--- src/rtl/nms_pkg.sv ---
// nms_pkg: shared widths, pixel field layout and controller state encoding
// for the 3x3 NMS sequencing controller.
package nms_pkg;

    localparam int CW         = 10;  // coordinate field width
    localparam int SCORE_W    = 13;  // corner score width
    localparam int PIX_W      = 2*CW + 1 + SCORE_W;

    // Bit offsets of the fields inside the 34-bit buffer word
    localparam int X_LSB      = 24;
    localparam int Y_LSB      = 14;
    localparam int CORNER_BIT = 13;
    localparam int SCORE_LSB  = 0;

    typedef enum logic [1:0] {
        ST_IDLE   = 2'd0,
        ST_RUN    = 2'd1,
        ST_DRAIN  = 2'd2,
        ST_RESYNC = 2'd3
    } nms_state_e;

endpackage

--- src/rtl/nms_pos_cnt.sv ---
// nms_pos_cnt: column/row position counter for one frame.
// Ports:
//   clk, rst      clock, synchronous active-low reset
//   en            advance one pixel
//   clr           return to (0,0); wins over en
//   x, y          current pixel position
//   last_col      x is the last column of a line
//   last_pix      x,y is the last pixel of the frame
// The last pixel wraps back to (0,0) so the next frame starts clean.
module nms_pos_cnt #(
    parameter int COL_NUM = 640,
    parameter int ROW_NUM = 480,
    parameter int CW      = 10
) (
    input  logic          clk,
    input  logic          rst,
    input  logic          en,
    input  logic          clr,
    output logic [CW-1:0] x,
    output logic [CW-1:0] y,
    output logic          last_col,
    output logic          last_pix
);

    logic [CW-1:0] x_q, x_d;
    logic [CW-1:0] y_q, y_d;

    assign last_col = (x_q == CW'(COL_NUM - 1));
    assign last_pix = last_col && (y_q == CW'(ROW_NUM - 1));
    assign x        = x_q;
    assign y        = y_q;

    always_comb begin
        x_d = x_q;
        y_d = y_q;
        if (clr) begin
            x_d = '0;
            y_d = '0;
        end else if (en) begin
            if (last_pix) begin
                x_d = '0;
                y_d = '0;
            end else if (last_col) begin
                x_d = '0;
                y_d = y_q + CW'(1);
            end else begin
                x_d = x_q + CW'(1);
            end
        end
    end

    always_ff @(posedge clk) begin
        if (!rst) begin
            x_q <= '0;
            y_q <= '0;
        end else begin
            x_q <= x_d;
            y_q <= y_d;
        end
    end

endmodule

--- src/rtl/nms_ctrl.sv ---
// nms_ctrl: sequencing controller for the 3x3 NMS line-buffer/window path.
// Ports:
//   clk, rst                      clock, synchronous active-low reset
//   in_valid/in_ready             upstream pixel handshake
//   in_sof, in_corner, in_score   pixel sideband and payload
//   buf_ce, buf_rst, buf_data     window buffer shift, reset, tagged pixel
//   win_vld/win_ready             complete interior window to comparator
//   win_x, win_y                  window centre coordinates
//   frame_done                    pulse after the last window handshake
//   sync_err                      pulse on a mid-frame sof
//   busy                          controller not idle
module nms_ctrl
    import nms_pkg::*;
#(
    parameter int COL_NUM  = 640,
    parameter int ROW_NUM  = 480,
    parameter int NMS_SIZE = 3,
    parameter int CW       = nms_pkg::CW
) (
    input  logic                    clk,
    input  logic                    rst,
    input  logic                    in_valid,
    output logic                    in_ready,
    input  logic                    in_sof,
    input  logic                    in_corner,
    input  logic [SCORE_W-1:0]      in_score,
    output logic                    buf_ce,
    output logic                    buf_rst,
    output logic [2*CW+SCORE_W:0]   buf_data,
    output logic                    win_vld,
    input  logic                    win_ready,
    output logic [CW-1:0]           win_x,
    output logic [CW-1:0]           win_y,
    output logic                    frame_done,
    output logic                    sync_err,
    output logic                    busy
);

    if (NMS_SIZE != 3) begin : g_size_chk
        $error("nms_ctrl: only NMS_SIZE=3 is supported");
    end

    nms_state_e    state_q, state_d;
    logic          win_vld_q, win_vld_d;
    logic [CW-1:0] win_x_q, win_x_d;
    logic [CW-1:0] win_y_q, win_y_d;
    logic          frame_done_q, frame_done_d;
    logic          sync_err_q, sync_err_d;

    logic [CW-1:0] x_cnt, y_cnt;
    logic          last_col, last_pix;
    logic          cnt_clr;
    logic          mid_sof;
    logic          win_qual;

    nms_pos_cnt #(
        .COL_NUM (COL_NUM),
        .ROW_NUM (ROW_NUM),
        .CW      (CW)
    ) u_pos_cnt (
        .clk      (clk),
        .rst      (rst),
        .en       (buf_ce),
        .clr      (cnt_clr),
        .x        (x_cnt),
        .y        (y_cnt),
        .last_col (last_col),
        .last_pix (last_pix)
    );

    // A sof inside a running frame is refused and forces a resync.
    assign mid_sof  = (state_q == ST_RUN) && in_valid && in_sof &&
                      ((x_cnt != '0) || (y_cnt != '0));
    // Pixel (c,r) with c>=2, r>=2 completes the window centred at (c-1,r-1).
    assign win_qual = (x_cnt >= CW'(2)) && (y_cnt >= CW'(2));

    assign buf_data   = {x_cnt, y_cnt, in_corner, in_score};
    assign buf_rst    = !rst || (state_q == ST_RESYNC);
    assign busy       = (state_q != ST_IDLE);
    assign win_vld    = win_vld_q;
    assign win_x      = win_x_q;
    assign win_y      = win_y_q;
    assign frame_done = frame_done_q;
    assign sync_err   = sync_err_q;

    always_comb begin
        state_d      = state_q;
        in_ready     = 1'b0;
        cnt_clr      = 1'b0;
        frame_done_d = 1'b0;
        sync_err_d   = 1'b0;
        case (state_q)
            ST_IDLE: begin
                in_ready = 1'b1;
                if (in_valid && in_sof)
                    state_d = ST_RUN;
            end
            ST_RUN: begin
                if (mid_sof) begin
                    sync_err_d = 1'b1;
                    state_d    = ST_RESYNC;
                end else begin
                    // A pending window freezes the buffer until consumed.
                    in_ready = !win_vld_q || win_ready;
                    if (in_valid && in_ready && last_col && last_pix)
                        state_d = ST_DRAIN;
                end
            end
            ST_DRAIN: begin
                if (!win_vld_q || win_ready) begin
                    frame_done_d = 1'b1;
                    state_d      = ST_IDLE;
                end
            end
            ST_RESYNC: begin
                cnt_clr = 1'b1;
                state_d = ST_IDLE;
            end
            default: state_d = ST_IDLE;
        endcase

        buf_ce = in_valid && in_ready &&
                 ((state_q == ST_RUN) || ((state_q == ST_IDLE) && in_sof));

        win_vld_d = win_vld_q;
        win_x_d   = win_x_q;
        win_y_d   = win_y_q;
        if (mid_sof) begin
            win_vld_d = 1'b0;
        end else if (buf_ce && win_qual) begin
            win_vld_d = 1'b1;
            win_x_d   = x_cnt - CW'(1);
            win_y_d   = y_cnt - CW'(1);
        end else if (win_vld_q && win_ready) begin
            win_vld_d = 1'b0;
        end
    end

    always_ff @(posedge clk) begin
        if (!rst) begin
            state_q      <= ST_IDLE;
            win_vld_q    <= 1'b0;
            win_x_q      <= '0;
            win_y_q      <= '0;
            frame_done_q <= 1'b0;
            sync_err_q   <= 1'b0;
        end else begin
            state_q      <= state_d;
            win_vld_q    <= win_vld_d;
            win_x_q      <= win_x_d;
            win_y_q      <= win_y_d;
            frame_done_q <= frame_done_d;
            sync_err_q   <= sync_err_d;
        end
    end

endmodule

--- config.mk ---
export PLATFORM = sky130hd
export DESIGN_NAME = nms_ctrl
export DESIGN_NICKNAME = d
export VERILOG_FILES = /design/src/rtl/nms_pkg.sv /design/src/rtl/nms_pos_cnt.sv /design/src/rtl/nms_ctrl.sv
export SDC_FILE = /design/constraint.sdc
export NUM_CORES = 1
export LEC_CHECK = 0
export ABC_AREA = 1
export CAP_MARGIN = 30
export CORE_ASPECT_RATIO = 0.7
export CORE_MARGIN = 3
export CORE_UTILIZATION = 40
export DETAILED_ROUTE_END_ITERATION = 10
export PLACE_DENSITY = 0.74
export SYNTH_ARGS = -nofsm -noshare
export SYNTH_HDL_FRONTEND = slang
export SYNTH_SLANG_ARGS = --single-unit
--- constraint.sdc ---
create_clock -name clk -period 1.9 [get_ports clk]
set_input_delay 0.285 -clock clk [delete_from_list [all_inputs] [get_ports clk]]
set_output_delay 0.285 -clock clk [all_outputs]
set_load 0.05 [all_outputs]
# Word level (Yosys, flattened, before mapping)
# Index checks and enable logic that the tools add are counted.
# totals
inputBits	19
output_inout_bits	61
register_bits	45
# op_classes
addsub	4
muxes	16
bitwise	2
magnitude_cmp	2
reduce_logical	33
eq_ne	8
# op_table
op	count
$mux 10	4
$add 10x1->10 const B	2
$ge 10x2->1 const B	2
$reduce_bool 10->1	2
$sub 10x1->10 const B	2
$logic_and 1x1->1	14
$eq 10x10->1 const B	1
$eq 10x9->1 const B	1
$mux 2	4
$pmux 2 s4	1
$reduce_and 2->1	4
$mux 1	6
$reduce_bool 2->1	3
$eq 2x2->1 const B	2
$logic_or 1x1->1	4
$ne 2x2->1 const B	2
$reduce_or 2->1	2
$ne 3x2->1 const B	1
$reduce_and 3->1	1
$eq 2x1->1 const B	1
$logic_not 1->1	2
$logic_not 2->1	1
$not 1->1	2
$pmux 1 s2	1

# Longest topological paths before layout
# Gate-level depths: netlist of the first run.
# depth
word_depth	10
mapped_depth	15

# Hierarchy
# A second synthesis of the first run with hierarchy kept.
# hier_totals
hier_cells	428
area_unflattened_um2	2800.2
# by_module_without_submodules
module	cells_per_inst	n_inst	seq_area_each_um2	area_per_inst_um2
nms_ctrl	277	1	500.5	1747.9
nms_pos_cnt	151	1	400.4	1052.3

# Least setup slack after synthesis of the first run
# Ideal clock, no wire load.
# synth_timing
kind	register to register
from	register u_pos_cnt.x_q[0], in the netlist u_pos_cnt.x[0]
to	register u_pos_cnt.y_q[1], in the netlist u_pos_cnt.y[1]
stages_incl_launch_ff	15
path_slack_ns	-0.349
n_path_buf	0
arrival_ns	2.134
required_ns	1.784
cell_sequence	dfxtp_1 inv_1 ha_1 nand2_1 inv_1 nand2_1 nor2_2 nand3_2 nand2_2 nand2_2 nand2_4 nand2_1 inv_1 nand4_1 nand2_1
# synth_between
elab_chain_cells	8
elab_cells_between_ends	12
classes_between	eq/ne (1); mux (3); reduce/logical (8)
# synth_rtl
element	line_no	source
start: declaration	nms_pos_cnt.sv:25	logic [CW-1:0] x_q, x_d;
start signal: assignment	nms_pos_cnt.sv:54	x_q <= '0;
start signal: assignment	nms_pos_cnt.sv:57	x_q <= x_d;
$reduce_bool 10->1	nms_ctrl.sv:73	((x_cnt != '0) || (y_cnt != '0));
$logic_or 1x1->1	nms_ctrl.sv:73	
$logic_and 1x1->1	nms_ctrl.sv:72	assign mid_sof = (state_q == ST_RUN) && in_valid && in_sof &&
$mux 1	nms_ctrl.sv:99	if (mid_sof) begin
$pmux 1 s2	nms_ctrl.sv:92	case (state_q)
$logic_and 1x1->1 (2 in series)	nms_ctrl.sv:122	buf_ce = in_valid && in_ready &&
net buf_ce	nms_ctrl.sv:27	output logic buf_ce,
$reduce_and 2->1 (no line)	--	
end signal: assignment	nms_pos_cnt.sv:58	y_q <= y_d;
end: declaration	nms_pos_cnt.sv:26	logic [CW-1:0] y_q, y_d;
# The timed path passes the listed nets, and every way through them passes these cells.
# A chain may end at the register's enable or synchronous reset.

# Worst setup path after layout of the first run
# layout_timing
from	register u_pos_cnt.y_q[4], in the netlist u_pos_cnt.y[4]
to	output port buf_ce
# layout_between
elab_chain_cells	7
# layout_rtl
element	line_no
$reduce_bool 10->1	nms_ctrl.sv:73
$logic_or 1x1->1	nms_ctrl.sv:73
$logic_and 1x1->1	nms_ctrl.sv:72
$mux 1	nms_ctrl.sv:99
$pmux 1 s2	nms_ctrl.sv:92
$logic_and 1x1->1 (2 in series)	nms_ctrl.sv:122
end: declaration	nms_ctrl.sv:27
# No other way between the ends.

==> reports/qor.yml, run 1 <==
status: "finished with violations"
violations: "setup timing"
finalPower_mw: 1.94
antenna_cells: 0
ys_top_cells_by_area: "dfxtp_1 30%, nand2_1 14%, nor2_1 8.8%, inv_1 8.4%, nand4_1 7.0%"
ys_ff_latch: 45
synth_top_family_by_area: "simple AND/OR/NAND/NOR gates"
drive_gt1_share_pct: 23.9
grtUsageTotal_pct: 20.0
postPlaceCellArea_sq_mm: 0.00373
layout_common_cells: "107 x nand2_1, 67 x nor2_1, 60 x inv_1"
die_y_microns: 78.9
routed-via-count: 3204
synth_nets: 500
synth_area_sq_mm: 0.00304
cp_num_buf_inv: 2
layout_commonest_cell: "nand2_1"
grt_pass1_wl_microns: 13900
rsz0062_at_grt: "yes"
final_cells: 638
wl_per_cell_microns: 13.3
ctsRootBufferMaster: "clkbuf_8"
synthAdderAreaFrac_pct: 3.30
final_hold_viol_count: 0
yosys.cell_types.count: 30
yosys.area.top_type_share_pct: 29.7
fin_tns_setup_ps: -183
place_ws_ps: 2.51
cts_max_path_buffers: 2
power_leakage_nw: 1.97
setup_viol: 5
coreArea_sq_mm: 0.00704
crit_path_max_incr_delay_ps: 340
fin_skew_ps: 16.2
wirelength_microns: 8490
grt_max_degree: 28
boundaryPins: 80
postCtsHoldBufs: 0
setup_ws_ps: -95.0
tightest_slew_ps: 506
place.gp.congestion: 0.955
crit_slowest_cell: "dfxtp_2"
grt_antenna_before_repair: 0
slew_headroom_pct: 66.2
drc_errors: 0
ant_nets: 0
post_synth_and_or_nand_nor_area_fraction_pct: 38.5
slew_viol_final: 0
critical_path_class: "reg2out"
die-area_sq_mm: 0.00869
timing.fmax_mhz: 501
cts_tree: "yes"
powerDensity_mw_per_mm2: 478
dp_hpwl_microns: 5990
required_ps: 1620
cts.sinks: 45
synth_top_area_cell: "dfxtp_1"
whs_ps: 512
crit_chain: "nor2_2 > nand2_2 > nor2_2 > nand3_2 > nand2_2 > nand2_2 > nand2_4 > nand2_4 > clkinvlp_4 > buf_12"
clk_latency_ps: 310
crit_top_cell: "nand2_2"
synth_compound_area_share_pct: 4.99
end_kind: "primary output"
grt_pass1_vias: 2971
hp-class: "reg2reg"
core.rowCount: 25
clk_pin_slew_ps: 100
ys_seq_area_share_pct: 29.7
grt.overflow.total: 0
synth.avg_cell_area_sq_um: 6.42
numPortBuffers: 51
critPathTopFamily: "simple AND/OR/NAND/NOR gates"
die_w_microns: 110
synth-xor-area-share_pct: 7.21
dr.first_iter.drc_count: 193
nNetsFinal: 570
min_period_over_period_pct: 105
dr.pass1.iters: 5
cts_buffers: 5
syn_to_final_growth_pct: 33.7
synthMuxAreaShare_pct: 0
crit_path_max_fanout: 4
period_needed_ps: 2000
ys_warn_count: 0
max-vdd-ir-drop_mv: 0.326
cp.arrival_ps: 1710
viasPerCell: 5.02
drv_cap: 0
initial_core_util_pct: 43.1
syn_inst: 473
worst_setup_path_start_kind: "flip-flop"
final_area_sq_mm: 0.00406
h-tree-depth: 2
final_util_pct: 57.7
n_fill_cell: 658
placed_cells_incl_taps: 618
[cell usage after synthesis]
cell type / n
nand3_2: 1
buf_6: 4
nand3b_1: 2
nand3_1: 21
inv_2: 2
clkbuf_1: 6
nand2_1: 111
dfxtp_1: 45
nand2_2: 3
nor2_2: 4
xor2_1: 21
buf_1: 2
nand3_4: 1
ha_1: 8
nand4_1: 34
o21bai_1: 1
xnor2_1: 4
nor2_4: 2
o21ai_0: 4
inv_1: 68
buf_2: 7
nor3_1: 8
a21oi_2: 1
nor2_1: 71
a21oi_1: 22
nor4_1: 1
buf_4: 16
o21ai_1: 1
nand2_4: 1
clkinv_1: 1
[metal layers]
layer	global-route usage, %	up-vias	wire, microns
li1	-	1603	-
met1	27.3	1488	3920
met2	32.6	106	3930
met4	4.18	0	61
met3	4.14	7	577
met5	0	-	0
[repair_timing]
action,in CTS,in global routing
endpoints found under the setup margin,3,47
setup buffers,7,4
pin swaps,6,7
gates resized for setup,12,23
cloned,0,1
[sequential cells by signal, summed over array words and instances, names as in the netlist]
signal and flops:
win_y 10, sync_err 1, u_pos_cnt.y 10, state_q 2
u_pos_cnt.x 10, frame_done 1, win_x 10, win_vld 1
[path summary, 6_finish.rpt]
path,from,endpoint,slack [ps],depth (start not counted)
worst min-delay path,state_q[0],frame_done,510,1
worst max-delay path,u_pos_cnt.y[4],buf_ce,-100,10
worst max register to register,u_pos_cnt.y[4],win_x[6],-10,14
worst min register to register,state_q[0],frame_done,510,1
[where the power goes]
part / switching (mW) / leakage, nW / total, mW / internal [mW]
sequential: 0.00836 / 0.374 / 0.955 / 0.947
combinational: 0.196 / 1.54 / 0.327 / 0.131
clock: 0.363 / 0.0512 / 0.658 / 0.296
total: 0.567 / 1.97 / 1.94 / 1.37
[area by class of cell]
cell class	instances	area, sq um	share of cell area [%]
clock buffers	6	82.6	2.03
clock inverters	2	13.8	0.339
inverters	71	278	6.84
multi-input cells	322	1710	42.2
flip-flops and latches	45	935	23.0
well taps	94	118	2.90
repair buffers	98	921	22.7
[logic make-up after synthesis]
| group | Yosys count |
|---|---|
| AND/OR/NAND/NOR | 260 |
| buffers and inverters | 106 |
| flip-flops | 45 |
| AO/OA/AOI/OAI | 29 |
| XOR/XNOR | 25 |
| adder cells (fa/ha/maj) | 8 |
No activity file was read; power rests on OpenSTA's default activity.
==> run 2: changes to the inputs <==
--- a/config.mk
+++ b/config.mk
@@ -11,6 +11,7 @@
 export CORE_MARGIN = 3
 export CORE_UTILIZATION = 40
 export DETAILED_ROUTE_END_ITERATION = 10
+export GPL_TIMING_DRIVEN = 0
 export PLACE_DENSITY = 0.74
 export SYNTH_ARGS = -nofsm -noshare
 export SYNTH_HDL_FRONTEND = slang
==> run 2 against run 1 <==
The flow still finishes with violations (setup timing). Fmax fell by 4.0%. Non-clock buffer count rose by 30. Core utilization rose by 5.1 points. Die area did not move. Clock-buffer cell count fell by 1. Sequential power rose by 0.5%. Flip-flop and latch count did not move. Via count rose by 3.7%. Final cell count rose by 4.7%. Critical endpoint unchanged. Clock power fell by 5.8%.
==> reports/qor.yml, run 2 (synthesis results as in run 1) <==
dp_hpwl_microns: 6250
fin_skew_ps: 17.6
coreArea_sq_mm: 0.00704
initial_core_util_pct: 43.1
power_leakage_nw: 2.15
timing.fmax_mhz: 481
reg2reg_slack_ps: -130
nNetsFinal: 600
end_kind: "primary output"
grt_pass1_wl_microns: 14300
worstReg2RegEnd: "win_y[1]"
whs_ps: 429
hold_end: "win_vld"
grt_antenna_before_repair: 0
slew_viol_final: 0
required_ps: 1620
cp.arrival_ps: 1790
grtUsageTotal_pct: 20.4
final_hold_viol_count: 0
setup_ws_ps: -179
numPortBuffers: 65
layout_common_cells: "107 x nand2_1, 66 x nor2_1, 61 x inv_1"
finalPower_mw: 2.03
crit_chain: "inv_4 > ha_4 > nand2_2 > inv_2 > nand2_2 > nor2_2 > nand3_2 > nand2_2 > nand2_2 > nand2_4 > nand2_4 > clkinvlp_4 > buf_8"
die-area_sq_mm: 0.00869
place.gp.congestion: 0.930
die_y_microns: 78.9
hold_start: "rst"
rsz0062_at_grt: "yes"
dr.pass1.iters: 5
fin_tns_setup_ps: -2960
worst_setup_path_start_kind: "flip-flop"
hp-class: "in2reg"
grt.overflow.total: 0
wirelength_microns: 9060
final_util_pct: 62.7
crit_top_cell: "nand2_2"
status: "finished with violations"
max-vdd-ir-drop_mv: 0.239
h-tree-depth: 2
ant_nets: 0
grt_pass1_vias: 3010
period_needed_ps: 2080
core.rowCount: 25
ctsRootBufferMaster: "clkbuf_8"
antenna_cells: 0
die_w_microns: 110
crit_path_max_fanout: 3
viasPerCell: 4.97
drive_gt1_share_pct: 22.1
place_ws_ps: -1100
rr_worst_depth: 16
dr.first_iter.drc_count: 141
clk_latency_ps: 310
tightest_slew_ps: 572
violations: "setup timing"
grt_max_degree: 16
clk_pin_slew_ps: 100
min_period_over_period_pct: 109
crit_slowest_cell: "dfxtp_4"
critical_path_class: "reg2out"
cts_buffers: 5
cts_max_path_buffers: 2
slew_headroom_pct: 61.8
routed-via-count: 3323
drv_cap: 0
cts.sinks: 45
r2r-start: "u_pos_cnt.x[0]"
powerDensity_mw_per_mm2: 459
drc_errors: 0
boundaryPins: 80
cts_tree: "yes"
layout_commonest_cell: "nand2_1"
wl_per_cell_microns: 13.6
setup_viol: 33
holdPathStages: 3
crit_path_max_incr_delay_ps: 380
syn_to_final_growth_pct: 45.5
## run 2: cell count changes in the layout (fill, tap and decap cells not counted), sizes merged
cell           before  now
clkdlybuf4s50      29   48
clkinv              3    2
inv                69   68
clkinvlp            1    4
clkbuf              7   13
dlygate4sd2         1    6
dlymetal6s2s        3    7
clkdlybuf4s15       0    1
buf                64   58
## run 2: timing repair
item | in CTS | in global routing
gates resized for setup | 60 | 30
gates cloned | 0 | 3
setup buffers | 18 | 11
pin swaps | 8 | 17
endpoints found under the setup margin | 40 | 50
hold buffers | 0 | 0
## run 2: final cells by class
| type | count | area [sq um] |
|---|---|---|
| Fill cell | 632 | 2620 |
| Clock buffer | 5 | 68.8 |
| Clock inverter | 3 | 22.5 |
| Timing Repair Buffer | 96 | 983 |
| Buffer | 32 | 260 |
| Inverter | 71 | 287 |
| Sequential cell | 45 | 935 |
| Tap cell | 94 | 118 |
| Multi-Input combinational cell | 322 | 1740 |
## run 2: metal layers
layer	vias to the layer above	GRT usage (%)	share of wire (%)
met1	1532	28.2	47
met5	-	0	0
met3	9	4.14	6.8
li1	1665	-	-
met2	117	33.1	45
met4	0	4.06	0.79
## run 2: worst max path at each step
stage | depth (start not counted) | to | slack [ps] | startpoint
4_1_cts | 13 | buf_ce | -170 | u_pos_cnt.y[0]
2_1_floorplan | 11 | u_pos_cnt.y[1] | -3 | u_pos_cnt.y[9]
5_1_grt | 13 | buf_ce | -250 | u_pos_cnt.x[0]
3_5_place_dp | 6 | buf_rst | -1100 | rst
6_report | 13 | buf_ce | -180 | u_pos_cnt.x[0]
3_3_place_gp | 6 | buf_rst | -1110 | rst
## run 2: worst max-delay path: cells and delay by family (launching register included)
family,cells,cell delay (ps)
flops,1,380
buf+inv,4,380
fa+ha+maj,1,120
simple gates,8,590
## run 2: through the flow
| step | instance area, sq um | cells |
|---|---|---|
| after floorplan | 3080 | 473 |
| after global placement | 3850 | 632 |
| after detailed placement | 3850 | 632 |
| after CTS | 4180 | 656 |
| after global routing | 4420 | 668 |
| final | 4420 | 668 |
## run 2: power by group
part           leakage (nW)  internal [mW]  switching (mW)  total [mW]
Combinational          1.74          0.175           0.273       0.448
Clock                0.0364          0.259           0.361       0.620
Sequential            0.374          0.947          0.0126       0.960
==> run 3: changes to the inputs <==
--- a/config.mk
+++ b/config.mk
@@ -12,6 +12,7 @@
 export CORE_UTILIZATION = 40
 export DETAILED_ROUTE_END_ITERATION = 10
 export GPL_TIMING_DRIVEN = 0
+export HOLD_SLACK_MARGIN = 0.12
 export PLACE_DENSITY = 0.74
 export SYNTH_ARGS = -nofsm -noshare
 export SYNTH_HDL_FRONTEND = slang
==> results of run 3 <==
No change in the layout: final DEF, timing and power equal those of run 2.
